--- config.mk ---
export PLATFORM = sky130hd
export DESIGN_NAME = hvsp_sequencer
export DESIGN_NICKNAME = d
export VERILOG_FILES = /design/src/rtl/hvsp_pkg.sv /design/src/rtl/hvsp_frame_rom.sv /design/src/rtl/hvsp_sequencer.sv
export SDC_FILE = /design/constraint.sdc
export NUM_CORES = 1
export LEC_CHECK = 0
export CAP_MARGIN = 10
export CORE_MARGIN = 2
export CORE_UTILIZATION = 50
export DETAILED_ROUTE_END_ITERATION = 10
export PLACE_DENSITY_LB_ADDON = 0.08
export SLEW_MARGIN = 20
export SYNTH_ARGS = -nofsm -noshare
export SYNTH_HDL_FRONTEND = slang
export SYNTH_SLANG_ARGS = --single-unit
--- constraint.sdc ---
create_clock -name osc -period 2.6 [get_ports osc]
set_input_delay 0.39 -clock osc [delete_from_list [all_inputs] [get_ports osc]]
set_output_delay 0.39 -clock osc [all_outputs]
set_load 0.005 [all_outputs]
--- src/rtl/hvsp_pkg.sv ---
// rtl/hvsp_pkg.sv - shared constants and types for the HVSP programming sequencer
// Op codes, result error codes, FSM state encoding and SII instruction bytes.
package hvsp_pkg;

    localparam logic [2:0] OP_CHIP_ERASE    = 3'd0;
    localparam logic [2:0] OP_READ_SIG      = 3'd1;
    localparam logic [2:0] OP_READ_FLASH_LO = 3'd2;
    localparam logic [2:0] OP_READ_FUSE_LO  = 3'd3;
    localparam logic [2:0] OP_WRITE_FUSE_LO = 3'd4;

    localparam logic [1:0] ERR_OK      = 2'd0;
    localparam logic [1:0] ERR_TIMEOUT = 2'd1;
    localparam logic [1:0] ERR_ILLEGAL = 2'd2;

    localparam logic [7:0] SII_LD_CMD     = 8'h4C;
    localparam logic [7:0] SII_LD_ADDR_LO = 8'h0C;
    localparam logic [7:0] SII_LD_ADDR_HI = 8'h1C;
    localparam logic [7:0] SII_LD_DATA_LO = 8'h2C;
    localparam logic [7:0] SII_WR_LO      = 8'h64;
    localparam logic [7:0] SII_RD_LO      = 8'h68;
    localparam logic [7:0] SII_RD_LO_END  = 8'h6C;

    localparam int FRAME_IDX_W = 3;

    typedef enum logic [2:0] {
        ST_IDLE,
        ST_ISSUE,
        ST_WAIT_FRAME,
        ST_POLL,
        ST_DONE
    } state_e;

    function automatic logic op_is_legal(input logic [2:0] op);
        return op <= OP_WRITE_FUSE_LO;
    endfunction

    // Erase and write leave the target busy; completion is signalled on SDO.
    function automatic logic op_needs_poll(input logic [2:0] op);
        return (op == OP_CHIP_ERASE) || (op == OP_WRITE_FUSE_LO);
    endfunction

endpackage

--- src/rtl/hvsp_frame_rom.sv ---
// rtl/hvsp_frame_rom.sv - combinational SDI/SII frame table per op and frame index
// The final entry of each op is the default index so o_last is never missed.
module hvsp_frame_rom
    import hvsp_pkg::*;
(
    input  logic [2:0]             i_op,
    input  logic [FRAME_IDX_W-1:0] i_index,
    input  logic [9:0]             i_addr,
    input  logic [7:0]             i_wdata,
    output logic [7:0]             o_sdi,
    output logic [7:0]             o_sii,
    output logic                   o_last
);

    always_comb begin
        o_sdi  = 8'h00;
        o_sii  = 8'h00;
        o_last = 1'b1;
        case (i_op)
            OP_CHIP_ERASE: case (i_index)
                3'd0:    begin o_sdi = 8'h80; o_sii = SII_LD_CMD; o_last = 1'b0; end
                3'd1:    begin o_sii = SII_WR_LO; o_last = 1'b0; end
                default: o_sii = SII_RD_LO_END;
            endcase
            OP_READ_SIG: case (i_index)
                3'd0:    begin o_sdi = 8'h08; o_sii = SII_LD_CMD; o_last = 1'b0; end
                3'd1:    begin o_sdi = i_addr[7:0]; o_sii = SII_LD_ADDR_LO; o_last = 1'b0; end
                3'd2:    begin o_sii = SII_RD_LO; o_last = 1'b0; end
                default: o_sii = SII_RD_LO_END;
            endcase
            OP_READ_FLASH_LO: case (i_index)
                3'd0:    begin o_sdi = 8'h02; o_sii = SII_LD_CMD; o_last = 1'b0; end
                3'd1:    begin o_sdi = i_addr[7:0]; o_sii = SII_LD_ADDR_LO; o_last = 1'b0; end
                3'd2:    begin o_sdi = {6'b0, i_addr[9:8]}; o_sii = SII_LD_ADDR_HI; o_last = 1'b0; end
                3'd3:    begin o_sii = SII_RD_LO; o_last = 1'b0; end
                default: o_sii = SII_RD_LO_END;
            endcase
            OP_READ_FUSE_LO: case (i_index)
                3'd0:    begin o_sdi = 8'h04; o_sii = SII_LD_CMD; o_last = 1'b0; end
                3'd1:    begin o_sii = SII_RD_LO; o_last = 1'b0; end
                default: o_sii = SII_RD_LO_END;
            endcase
            OP_WRITE_FUSE_LO: case (i_index)
                3'd0:    begin o_sdi = 8'h40; o_sii = SII_LD_CMD; o_last = 1'b0; end
                3'd1:    begin o_sdi = i_wdata; o_sii = SII_LD_DATA_LO; o_last = 1'b0; end
                3'd2:    begin o_sii = SII_WR_LO; o_last = 1'b0; end
                default: o_sii = SII_RD_LO_END;
            endcase
            default: ;
        endcase
    end

endmodule

--- src/rtl/hvsp_sequencer.sv ---
// rtl/hvsp_sequencer.sv - HVSP op sequencer: issues frame tables, captures reads, polls SDO
// Host ops are accepted only in IDLE; results hold until the next op is accepted.
module hvsp_sequencer
    import hvsp_pkg::*;
#(
    parameter int POLL_TIMEOUT = 240000
) (
    input  logic        osc,
    input  logic        rst_n,
    input  logic        op_valid,
    input  logic [2:0]  op_code,
    input  logic [9:0]  op_addr,
    input  logic [7:0]  op_wdata,
    output logic        op_ready,
    output logic        frame_valid,
    output logic [7:0]  frame_sdi,
    output logic [7:0]  frame_sii,
    input  logic        frame_ready,
    input  logic        frame_done,
    input  logic [10:0] frame_sdo,
    input  logic        sdo_pin,
    output logic        result_valid,
    output logic [7:0]  result_data,
    output logic [1:0]  result_err,
    output logic        busy
);

    localparam int CNT_W = $clog2(POLL_TIMEOUT + 1);

    state_e                 r_state;
    state_e                 w_next;
    logic [2:0]             r_op;
    logic [9:0]             r_addr;
    logic [7:0]             r_wdata;
    logic [FRAME_IDX_W-1:0] r_idx;
    logic [CNT_W-1:0]       r_cnt;
    logic [7:0]             r_rdata;
    logic [1:0]             r_err;
    logic [7:0]             w_sdi;
    logic [7:0]             w_sii;
    logic                   w_last;
    logic                   w_poll_end;
    logic                   w_unused;

    hvsp_frame_rom u_rom (
        .i_op    (r_op),
        .i_index (r_idx),
        .i_addr  (r_addr),
        .i_wdata (r_wdata),
        .o_sdi   (w_sdi),
        .o_sii   (w_sii),
        .o_last  (w_last)
    );

    assign w_poll_end = (r_cnt == CNT_W'(POLL_TIMEOUT - 1));
    assign w_unused   = ^frame_sdo[2:0];

    always_ff @(posedge osc or negedge rst_n) begin
        if (!rst_n) r_state <= ST_IDLE;
        else        r_state <= w_next;
    end

    always_comb begin
        w_next = r_state;
        case (r_state)
            ST_IDLE:       if (op_valid) w_next = op_is_legal(op_code) ? ST_ISSUE : ST_DONE;
            ST_ISSUE:      if (frame_ready) w_next = ST_WAIT_FRAME;
            ST_WAIT_FRAME: if (frame_done) begin
                if (!w_last)                 w_next = ST_ISSUE;
                else if (op_needs_poll(r_op)) w_next = ST_POLL;
                else                         w_next = ST_DONE;
            end
            ST_POLL:       if (sdo_pin || w_poll_end) w_next = ST_DONE;
            ST_DONE:       w_next = ST_IDLE;
            default:       w_next = ST_IDLE;
        endcase
    end

    always_ff @(posedge osc or negedge rst_n) begin
        if (!rst_n) begin
            r_op    <= '0;
            r_addr  <= '0;
            r_wdata <= '0;
            r_idx   <= '0;
            r_cnt   <= '0;
            r_rdata <= '0;
            r_err   <= ERR_OK;
        end else begin
            case (r_state)
                ST_IDLE: if (op_valid) begin
                    r_op    <= op_code;
                    r_addr  <= op_addr;
                    r_wdata <= op_wdata;
                    r_idx   <= '0;
                    r_cnt   <= '0;
                    r_rdata <= '0;
                    r_err   <= op_is_legal(op_code) ? ERR_OK : ERR_ILLEGAL;
                end
                ST_WAIT_FRAME: if (frame_done) begin
                    if (w_last) r_rdata <= frame_sdo[10:3];
                    else        r_idx   <= r_idx + 1'b1;
                end
                // A ready SDO on the terminal count still counts as success.
                ST_POLL: if (!sdo_pin) begin
                    if (w_poll_end) r_err <= ERR_TIMEOUT;
                    else            r_cnt <= r_cnt + 1'b1;
                end
                default: ;
            endcase
        end
    end

    assign op_ready     = (r_state == ST_IDLE);
    assign busy         = (r_state != ST_IDLE);
    assign frame_valid  = (r_state == ST_ISSUE);
    assign frame_sdi    = frame_valid ? w_sdi : 8'h00;
    assign frame_sii    = frame_valid ? w_sii : 8'h00;
    assign result_valid = (r_state == ST_DONE);
    assign result_data  = r_rdata;
    assign result_err   = r_err;

endmodule

==> metrics.txt, run 1 <==
# TYPE chip_impl_metric gauge
chip_impl_info{name="run_status",value="finished, final reports clean"} 1
chip_impl_info{name="kind_of_end_point_of_the_critical_path",value="primary output"} 1
chip_impl_metric{name="grt_antenna_before_repair",unit=""} 0
chip_impl_info{name="cts_root_buf",value="clkbuf_8"} 1
chip_impl_metric{name="total_via_count_after_detailed_routing",unit=""} 3145
chip_impl_metric{name="flop_pwr_share",unit="%"} 31.1
chip_impl_metric{name="synthDominantCellAreaShare",unit="%"} 41.9
chip_impl_info{name="synth.most_common_cell",value="nand2_1"} 1
chip_impl_metric{name="cp_data_arrival_time",unit="ns"} 2.12
chip_impl_metric{name="num_antenna_cells",unit=""} 0
chip_impl_metric{name="yosys.cell_types.count",unit=""} 64
chip_impl_metric{name="max-slew-margin-rel",unit="%"} 46.5
chip_impl_metric{name="globalRouteOverflowTotal",unit=""} 0
chip_impl_metric{name="fmax",unit="MHz"} 398
chip_impl_metric{name="post_synth_inst_count",unit=""} 398
chip_impl_info{name="holdCritPathClass",value="input pin to asynchronous set/reset pin"} 1
chip_impl_metric{name="floorplan.die.height",unit="um"} 85.1
chip_impl_metric{name="inserted_clock_buffers",unit=""} 5
chip_impl_metric{name="p_leak",unit="uW"} 0.00197
chip_impl_info{name="synth_common_cells",value="93 x nand2_1, 55 x dfrtp_1, 31 x nor2_1"} 1
chip_impl_metric{name="final_antenna_net_count",unit=""} 0
chip_impl_metric{name="htreeDepth",unit=""} 2
chip_impl_metric{name="final_nets",unit=""} 522
chip_impl_metric{name="drt-pass1-iter-count",unit=""} 5
chip_impl_metric{name="power.net_switching",unit="uW"} 1670
chip_impl_metric{name="port_buffers",unit=""} 61
chip_impl_info{name="crit_path_start_kind",value="register"} 1
chip_impl_metric{name="setup-tns-final",unit="ns"} 0
chip_impl_info{name="grt_setup_unrepaired",value="false"} 1
chip_impl_metric{name="p_int",unit="uW"} 2580
chip_impl_metric{name="layout.filler_cells",unit=""} 517
chip_impl_metric{name="routedWlPerCell",unit="um"} 14.8
chip_impl_metric{name="vias_per_cell",unit=""} 5.66
chip_impl_info{name="cts_tree",value="yes"} 1
chip_impl_metric{name="critPathRequiredTime",unit="ns"} 2.21
chip_impl_metric{name="mappedNetlistArea",unit="um2"} 3280
chip_impl_metric{name="area_growth_syn_to_layout",unit="%"} 34.5
chip_impl_metric{name="multi_input_area",unit="um2"} 1850
chip_impl_metric{name="timing.final.setup_violations",unit=""} 0
chip_impl_metric{name="finalWeightedCongestion",unit=""} 0.900
chip_impl_metric{name="finalWorstPathRequiredPeriod",unit="ns"} 2.51
chip_impl_metric{name="fp.coreArea",unit="um2"} 6350
chip_impl_info{name="synthDominantAreaCellType",value="dfrtp_1"} 1
chip_impl_metric{name="synth-edff-count",unit=""} 0
chip_impl_metric{name="drv_cap",unit=""} 0
chip_impl_metric{name="seq_total_area_yosys",unit="%"} 41.9
chip_impl_metric{name="final_hold_viol_count",unit=""} 0
chip_impl_metric{name="final_core_utilization",unit="%"} 69.6
chip_impl_metric{name="fin_skew",unit="ns"} 0.00591
chip_impl_metric{name="route.detailed.drc",unit=""} 0
chip_impl_metric{name="power.clock.fraction",unit="%"} 15.5
chip_impl_metric{name="wirelength",unit="um"} 8230
chip_impl_metric{name="tritoncts_num_sinks",unit=""} 55
chip_impl_metric{name="power.ir.vdd_worst",unit="mV"} 0.567
chip_impl_info{name="worst-setup-path-type",value="register to primary output"} 1
chip_impl_metric{name="crit_fanout",unit=""} 5
chip_impl_metric{name="post-route-period-util",unit="%"} 96.7
chip_impl_metric{name="worstSkewPairLatency",unit="ns"} 0.31
chip_impl_metric{name="hpwlAfterDp",unit="um"} 5700
chip_impl_info{name="synth_top_cells_by_area",value="dfrtp_1 42%, nand2_1 11%, nor2_1 3.5%"} 1
chip_impl_metric{name="combinationalPowerShare",unit="%"} 53.4
chip_impl_metric{name="grt_first_pass_wirelength",unit="um"} 13400
chip_impl_metric{name="synthesis.yosys.warnings",unit=""} 0
chip_impl_metric{name="largest_net_degree_at_the_start_of_global_routing",unit=""} 38
chip_impl_metric{name="clkSlewWorstSetupHoldPaths",unit="ns"} 0.09
chip_impl_metric{name="power_switching_share",unit="%"} 39.4
chip_impl_metric{name="ff_latch_area",unit="um2"} 1380
chip_impl_metric{name="synth-seq-cells",unit=""} 55
chip_impl_info{name="synth_ff_type",value="dfrtp_1"} 1
chip_impl_metric{name="die_w",unit="um"} 85.1
chip_impl_metric{name="synth-async-reset-ratio",unit="%"} 100
chip_impl_metric{name="max-clock-path-buffers",unit=""} 2
chip_impl_metric{name="track_usage",unit="%"} 22.6
chip_impl_metric{name="drive_above_1_share",unit="%"} 17.3
chip_impl_metric{name="fp-row-count",unit=""} 29
chip_impl_metric{name="drtIter0Drc",unit=""} 193
chip_impl_metric{name="worstMarginPinSlew",unit="ns"} 0.803
chip_impl_metric{name="top_level_ports",unit=""} 68
chip_impl_metric{name="cellPowerDensity",unit="nW/um2"} 962
chip_impl_metric{name="postSynthAreaPerCell",unit="um2"} 8.25
chip_impl_metric{name="timing.final.max_slew_violations",unit=""} 0
chip_impl_metric{name="die_area",unit="um2"} 7230
chip_impl_metric{name="floorplan.initialDensity",unit="%"} 51.7
chip_impl_metric{name="first_global_vias",unit=""} 2863
-- power by group through the flow --
stage               Clock [uW]  Sequential, uW  Combinational, uW
floorplan                    0            1260               1240
global placement             0            1320               1940
detailed placement           0            1320               1980
CTS                        672            1310               2070
global route               708            1350               2480
finish                     658            1320               2270
-- sequential cells by signal (all words and copies together), names as in the netlist --
register / count
r_addr: 10
r_cnt: 18
r_wdata: 8
r_state: 3
result_data: 8
result_err: 2
r_op: 3
r_idx: 3
-- metrics by stage --
stage	hold WS (ns)	std cells	total power, uW	setup WS, ns	area, um2
after floorplan	0.0944	400	2500	0.374	3290
after CTS	0.188	549	4060	0.00345	4290
after global routing	0.238	556	4540	0.00978	4420
after global placement	0.469	535	3260	0.132	4060
after detailed placement	0.468	535	3300	0.119	4060
final	0.163	556	4250	0.0866	4420
-- area by class of cell --
cell class,count,area share [%]
clock inverters,2,1.36
repair buffers,96,20.0
multi-input cells,301,41.9
clock buffers,6,1.64
well taps,77,2.18
inverters,19,1.67
flip-flops and latches,55,31.3
-- placed cells by master (no fill, tap or decap), types with 3 or more instances in the layout --
| cell | count |
|---|---|
| xor2_1 | 7 |
| inv_1 | 16 |
| mux2i_1 | 10 |
| o21ai_1 | 7 |
| conb_1 | 3 |
| nor2_2 | 3 |
| dlygate4sd2_1 | 3 |
| dlymetal6s2s_1 | 3 |
| clkbuf_8 | 5 |
| nand2b_1 | 3 |
| dfrtp_1 | 51 |
| nor2b_2 | 3 |
| or3_1 | 3 |
| dfrtp_2 | 4 |
| o211ai_1 | 7 |
| buf_4 | 33 |
| o21ai_0 | 7 |
| nand2_1 | 92 |
| nor2_1 | 29 |
| o31ai_1 | 5 |
| a22oi_1 | 5 |
| nand4_1 | 5 |
| nor3_1 | 11 |
| nand3_1 | 11 |
| clkdlybuf4s50_1 | 54 |
| nand3b_1 | 6 |
| a21oi_1 | 19 |
| ha_4 | 3 |
| or4_1 | 4 |
-- logic make-up (layout without fill, tap and decap cells) --
family / Yosys count / after routing / share of synthesized area (%)
xor+xnor: 9 / 9 / 2.40
fa+ha+maj: 6 / 6 / 2.29
buf+inv: 44 / 123 / 5.64
flops: 55 / 55 / 41.9
compound gates: 78 / 78 / 16.3
simple gates: 193 / 193 / 27.5
other cells: 1 / 3 / 0.114
mux: 12 / 12 / 3.85
-- timing repair --
| item | CTS | global route |
|---|---|---|
| cloned | 0 | 0 |
| buffers inserted | 6 | 7 |
| pin swaps | 0 | 2 |
| resized for setup | 20 | 20 |
| setup endpoints to repair | 12 | 9 |
| hold buffers | 0 | 0 |
-- per-layer routing --
metal	wire [um]	up-vias	share of wire [%]	track usage (%)
met1	3710	1494	45	33.0
met4	93	0	1.1	5.19
met5	0	-	0	0
li1	-	1532	-	-
met3	427	15	5.2	3.21
met2	3990	104	49	35.9
-- path summary, 6_finish.rpt --
kind / depth (start not counted) / start / to / slack [ns]
worst max-delay path: 8 / r_op[1] / frame_sdi[3] / 0.09
worst min-delay path: 1 / rst_n / r_wdata[5] / 0.16
worst max register to register: 8 / r_idx[1] / r_state[2] / 0.24
worst min register to register: 2 / r_wdata[7] / r_wdata[7] / 0.49
max in group asynchronous: 2 / rst_n / r_cnt[11] / 1.79
min in group osc: 2 / r_wdata[7] / r_wdata[7] / 0.49
-- critical path, stage by stage, from the launching register on --
cell and delay [ns]:
dfrtp_1 0.46, nor3b_4 0.24, buf_4 0.15, buf_4 0.12, nand2_1 0.05, o21ai_1 0.12
a22oi_1 0.09, nor2_1 0.09, clkdlybuf4s50_1 0.50
Note: power is estimated with default switching activity, not from simulation.
==> run 2: changes to the inputs <==
ABC_AREA = 1   (was unset)
CELL_PAD_IN_SITES_DETAIL_PLACEMENT = 1   (was unset)
CELL_PAD_IN_SITES_GLOBAL_PLACEMENT = 1   (was unset)
CORE_UTILIZATION = 37   (was 50)
==> run 2 against run 1 <==
Effect of this change: maximum frequency decreased by 0.74%; final cell count is 17% higher; critical path type unchanged; critical endpoint is now frame_sdi[4]; highest routed layer unchanged; clock power fell by 24%; flip-flop and latch count unchanged.
==> metrics.txt, run 2 <==
# TYPE chip_impl_metric gauge
chip_impl_info{name="run_status",value="finished, final reports clean"} 1
chip_impl_metric{name="drt-pass1-iter-count",unit=""} 4
chip_impl_metric{name="placement.cell_area",unit="um2"} 4040
chip_impl_info{name="worst_r2r_startpoint",value="r_cnt[0]"} 1
chip_impl_info{name="final_common_cell",value="nand2_1"} 1
chip_impl_metric{name="finalWeightedCongestion",unit=""} 0.847
chip_impl_info{name="worst_setup_path_endpoint",value="frame_sdi[4]"} 1
chip_impl_info{name="synth.most_common_cell",value="nand2_1"} 1
chip_impl_metric{name="cp_data_arrival_time",unit="ns"} 2.14
chip_impl_metric{name="port_buffers",unit=""} 61
chip_impl_metric{name="synthDominantCellAreaShare",unit="%"} 41.5
chip_impl_metric{name="cellPowerDensity",unit="nW/um2"} 938
chip_impl_metric{name="fp-row-count",unit=""} 34
chip_impl_metric{name="synth-seq-cells",unit=""} 55
chip_impl_metric{name="synth_simple_gate_area_share",unit="%"} 35.3
chip_impl_metric{name="track_usage",unit="%"} 20.2
chip_impl_metric{name="stdcell_count",unit=""} 653
chip_impl_metric{name="rr_worst_depth",unit=""} 8
chip_impl_metric{name="synth-async-reset-ratio",unit="%"} 100
chip_impl_metric{name="die_area",unit="um2"} 9740
chip_impl_metric{name="power.net_switching",unit="uW"} 1870
chip_impl_info{name="synthDominantAreaCellType",value="dfrtp_1"} 1
chip_impl_metric{name="htreeDepth",unit=""} 2
chip_impl_metric{name="timing.final.max_slew_violations",unit=""} 0
chip_impl_metric{name="fmax",unit="MHz"} 395
chip_impl_metric{name="p_int",unit="uW"} 2210
chip_impl_info{name="crit_path_start_kind",value="register"} 1
chip_impl_metric{name="top_level_ports",unit=""} 68
chip_impl_info{name="regMostFlops",value="r_cnt"} 1
chip_impl_metric{name="hpwlAfterDp",unit="um"} 7200
chip_impl_metric{name="wirelength",unit="um"} 9820
chip_impl_metric{name="routedWlPerCell",unit="um"} 15.0
chip_impl_metric{name="worstSkewPairLatency",unit="ns"} 0.31
chip_impl_info{name="cts_root_buf",value="clkbuf_8"} 1
chip_impl_metric{name="floorplan.initialDensity",unit="%"} 38.0
chip_impl_metric{name="holdWs",unit="ns"} 0.0753
chip_impl_metric{name="die_w",unit="um"} 98.7
chip_impl_metric{name="total_via_count_after_detailed_routing",unit=""} 3269
chip_impl_info{name="synth_common_cells",value="177 x nand2_1, 55 x dfrtp_1, 46 x nor2_1"} 1
chip_impl_metric{name="synth_fa_ha_area_share",unit="%"} 2.26
chip_impl_metric{name="drv_cap",unit=""} 0
chip_impl_metric{name="grt_first_pass_wirelength",unit="um"} 16200
chip_impl_info{name="cts_tree",value="yes"} 1
chip_impl_metric{name="yosys.cell_types.count",unit=""} 37
chip_impl_metric{name="flop_pwr_share",unit="%"} 32.4
chip_impl_metric{name="post-route-period-util",unit="%"} 97.4
chip_impl_metric{name="worstMarginPinSlew",unit="ns"} 0.630
chip_impl_info{name="combinational_family_with_the_most_area_after_synthesis",value="simple AND/OR/NAND/NOR gates"} 1
chip_impl_info{name="startpoint",value="r_idx[1]"} 1
chip_impl_metric{name="first_global_vias",unit=""} 3396
chip_impl_metric{name="grt_antenna_before_repair",unit=""} 0
chip_impl_metric{name="max-slew-margin-rel",unit="%"} 58.0
chip_impl_metric{name="final_nets",unit=""} 588
chip_impl_metric{name="fin_skew",unit="ns"} 0.0110
chip_impl_metric{name="p_leak",unit="uW"} 0.00213
chip_impl_metric{name="drtIter0Drc",unit=""} 113
chip_impl_metric{name="floorplan.die.height",unit="um"} 98.7
chip_impl_metric{name="crit_fanout",unit=""} 5
chip_impl_metric{name="route.detailed.drc",unit=""} 0
chip_impl_metric{name="num_antenna_cells",unit=""} 0
chip_impl_metric{name="reg2reg_slack",unit="ns"} 0.51
chip_impl_info{name="synth_ff_type",value="dfrtp_1"} 1
chip_impl_info{name="holdCritPathClass",value="input pin to asynchronous set/reset pin"} 1
chip_impl_info{name="synth_top_cells_by_area",value="dfrtp_1 41%, nand2_1 20%, nor2_1 5.2%"} 1
chip_impl_metric{name="final_antenna_net_count",unit=""} 0
chip_impl_info{name="worst_reg2reg_path_endpoint",value="r_cnt[17]"} 1
chip_impl_metric{name="placed_cells",unit=""} 633
chip_impl_metric{name="post_layout_total_power",unit="uW"} 4080
chip_impl_metric{name="finalWorstPathRequiredPeriod",unit="ns"} 2.53
chip_impl_metric{name="max-clock-path-buffers",unit=""} 2
chip_impl_metric{name="synth_compound_gate_area_share",unit="%"} 10.0
chip_impl_metric{name="power.ir.vdd_worst",unit="mV"} 0.267
chip_impl_metric{name="post_synth_inst_count",unit=""} 465
chip_impl_metric{name="clkSlewWorstSetupHoldPaths",unit="ns"} 0.11
chip_impl_info{name="layout_common_cells",value="173 x nand2_1, 50 x clkdlybuf4s50_1, 50 x dfrtp_1"} 1
chip_impl_metric{name="largest_net_degree_at_the_start_of_global_routing",unit=""} 27
chip_impl_metric{name="drive_above_1_share",unit="%"} 15.6
chip_impl_metric{name="power_switching_share",unit="%"} 45.9
chip_impl_metric{name="synthesis.yosys.warnings",unit=""} 0
chip_impl_metric{name="area_growth_syn_to_layout",unit="%"} 31.0
chip_impl_metric{name="cts-hold-fix-buffers",unit=""} 0
chip_impl_info{name="worst-setup-path-type",value="register to primary output"} 1
chip_impl_info{name="largestRegisters",value="r_cnt: 18 flops, r_addr: 10 flops"} 1
chip_impl_metric{name="post_synth_mux_area_share",unit="%"} 0
chip_impl_metric{name="vias_per_cell",unit=""} 5.01
chip_impl_metric{name="postSynthAreaPerCell",unit="um2"} 7.13
chip_impl_metric{name="synth-edff-count",unit=""} 0
chip_impl_metric{name="inserted_clock_buffers",unit=""} 5
chip_impl_metric{name="fp.coreArea",unit="um2"} 8720
chip_impl_metric{name="final_hold_viol_count",unit=""} 0
chip_impl_metric{name="tritoncts_num_sinks",unit=""} 55
chip_impl_metric{name="mappedNetlistArea",unit="um2"} 3320
chip_impl_metric{name="power.clock.fraction",unit="%"} 12.3
chip_impl_metric{name="critPathRequiredTime",unit="ns"} 2.21
chip_impl_metric{name="seq_total_area_yosys",unit="%"} 41.5
chip_impl_metric{name="synthXorXnorAreaFrac",unit="%"} 2.64
chip_impl_info{name="kind_of_end_point_of_the_critical_path",value="primary output"} 1
chip_impl_metric{name="combinationalPowerShare",unit="%"} 55.3
chip_impl_metric{name="timing.final.setup_violations",unit=""} 0
chip_impl_metric{name="globalRouteOverflowTotal",unit=""} 0
chip_impl_metric{name="finalInstanceArea",unit="um2"} 4350
chip_impl_metric{name="largest_reg_flops",unit=""} 18
-- run 2: changes by cell type after synthesis, moves of 11 or more --
cell,change
nor2_1,+15
clkbuf_1,-19
nand3_1,+18
nand2_1,+84
inv_1,+16
a21oi_1,-11
-- run 2: worst min-delay path by stage --
stage | end | slack (ns) | depth (start not counted)
floorplan | r_addr[0] | 0.09 | 0
finish | r_wdata[1] | 0.08 | 1
global route | r_wdata[1] | 0.12 | 1
CTS | r_wdata[1] | 0.11 | 1
global placement | r_wdata[0] | 0.44 | 1
detailed placement | r_wdata[1] | 0.45 | 1
-- run 2: worst max-delay path: stages (launching register included) --
cell and delay (ns):
dfrtp_2 0.46, inv_2 0.07, ha_1 0.18, nand2_2 0.11, buf_4 0.16, nor2_2 0.11, inv_2 0.07, a21oi_1 0.14
clkdlybuf4s50_1 0.52
-- run 2: repair_timing --
action,4_1_cts,5_1_grt
setup endpoints to repair,12,11
pin swaps,1,7
gates cloned,0,1
gates resized for setup,10,34
buffers inserted,2,9
-- run 2: cell families after synthesis --
family / after synthesis
adder cells (fa/ha/maj): 6
other: 1
buffers and inverters: 59
AND/OR/NAND/NOR: 278
XOR/XNOR: 10
AO/OA/AOI/OAI: 56
flip-flops: 55
-- run 2: per-layer routing --
layer	wire (um)	share of wire, %	up-vias	global-route usage (%)
met4	148	1.5	0	4.43
met2	5100	52	50	37.5
met1	4330	44	1588	25.2
met3	250	2.5	12	2.48
met5	0	0	-	0
li1	-	-	1619	-
-- run 2: layout make-up --
cell class / count / area (um2)
Timing Repair Buffer: 83 / 797
Multi-Input combinational cell: 353 / 1770
Clock inverter: 3 / 22.5
Inverter: 46 / 175
Tap cell: 108 / 135
Fill cell: 1119 / 4370
Clock buffer: 5 / 68.8
Sequential cell: 55 / 1380
-- run 2: power by group through the flow --
stage | sequential, uW | combinational [uW] | clock [uW]
after detailed placement | 1320 | 2010 | 0
after global placement | 1320 | 1960 | 0
after global routing | 1360 | 2510 | 550
after floorplan | 1290 | 1270 | 0
final | 1320 | 2250 | 502
after CTS | 1310 | 2070 | 516
-- run 2: through the flow --
step           setup TNS (ns)  utilization (%)  setup slack [ns]
5_1_grt              -0.00593             49.8          -0.00593
3_5_place_dp                0             46.4             0.154
4_1_cts               -0.0273             47.9           -0.0273
3_3_place_gp                0             46.4             0.224
2_1_floorplan               0                -             0.828
6_report                    0             49.8            0.0678
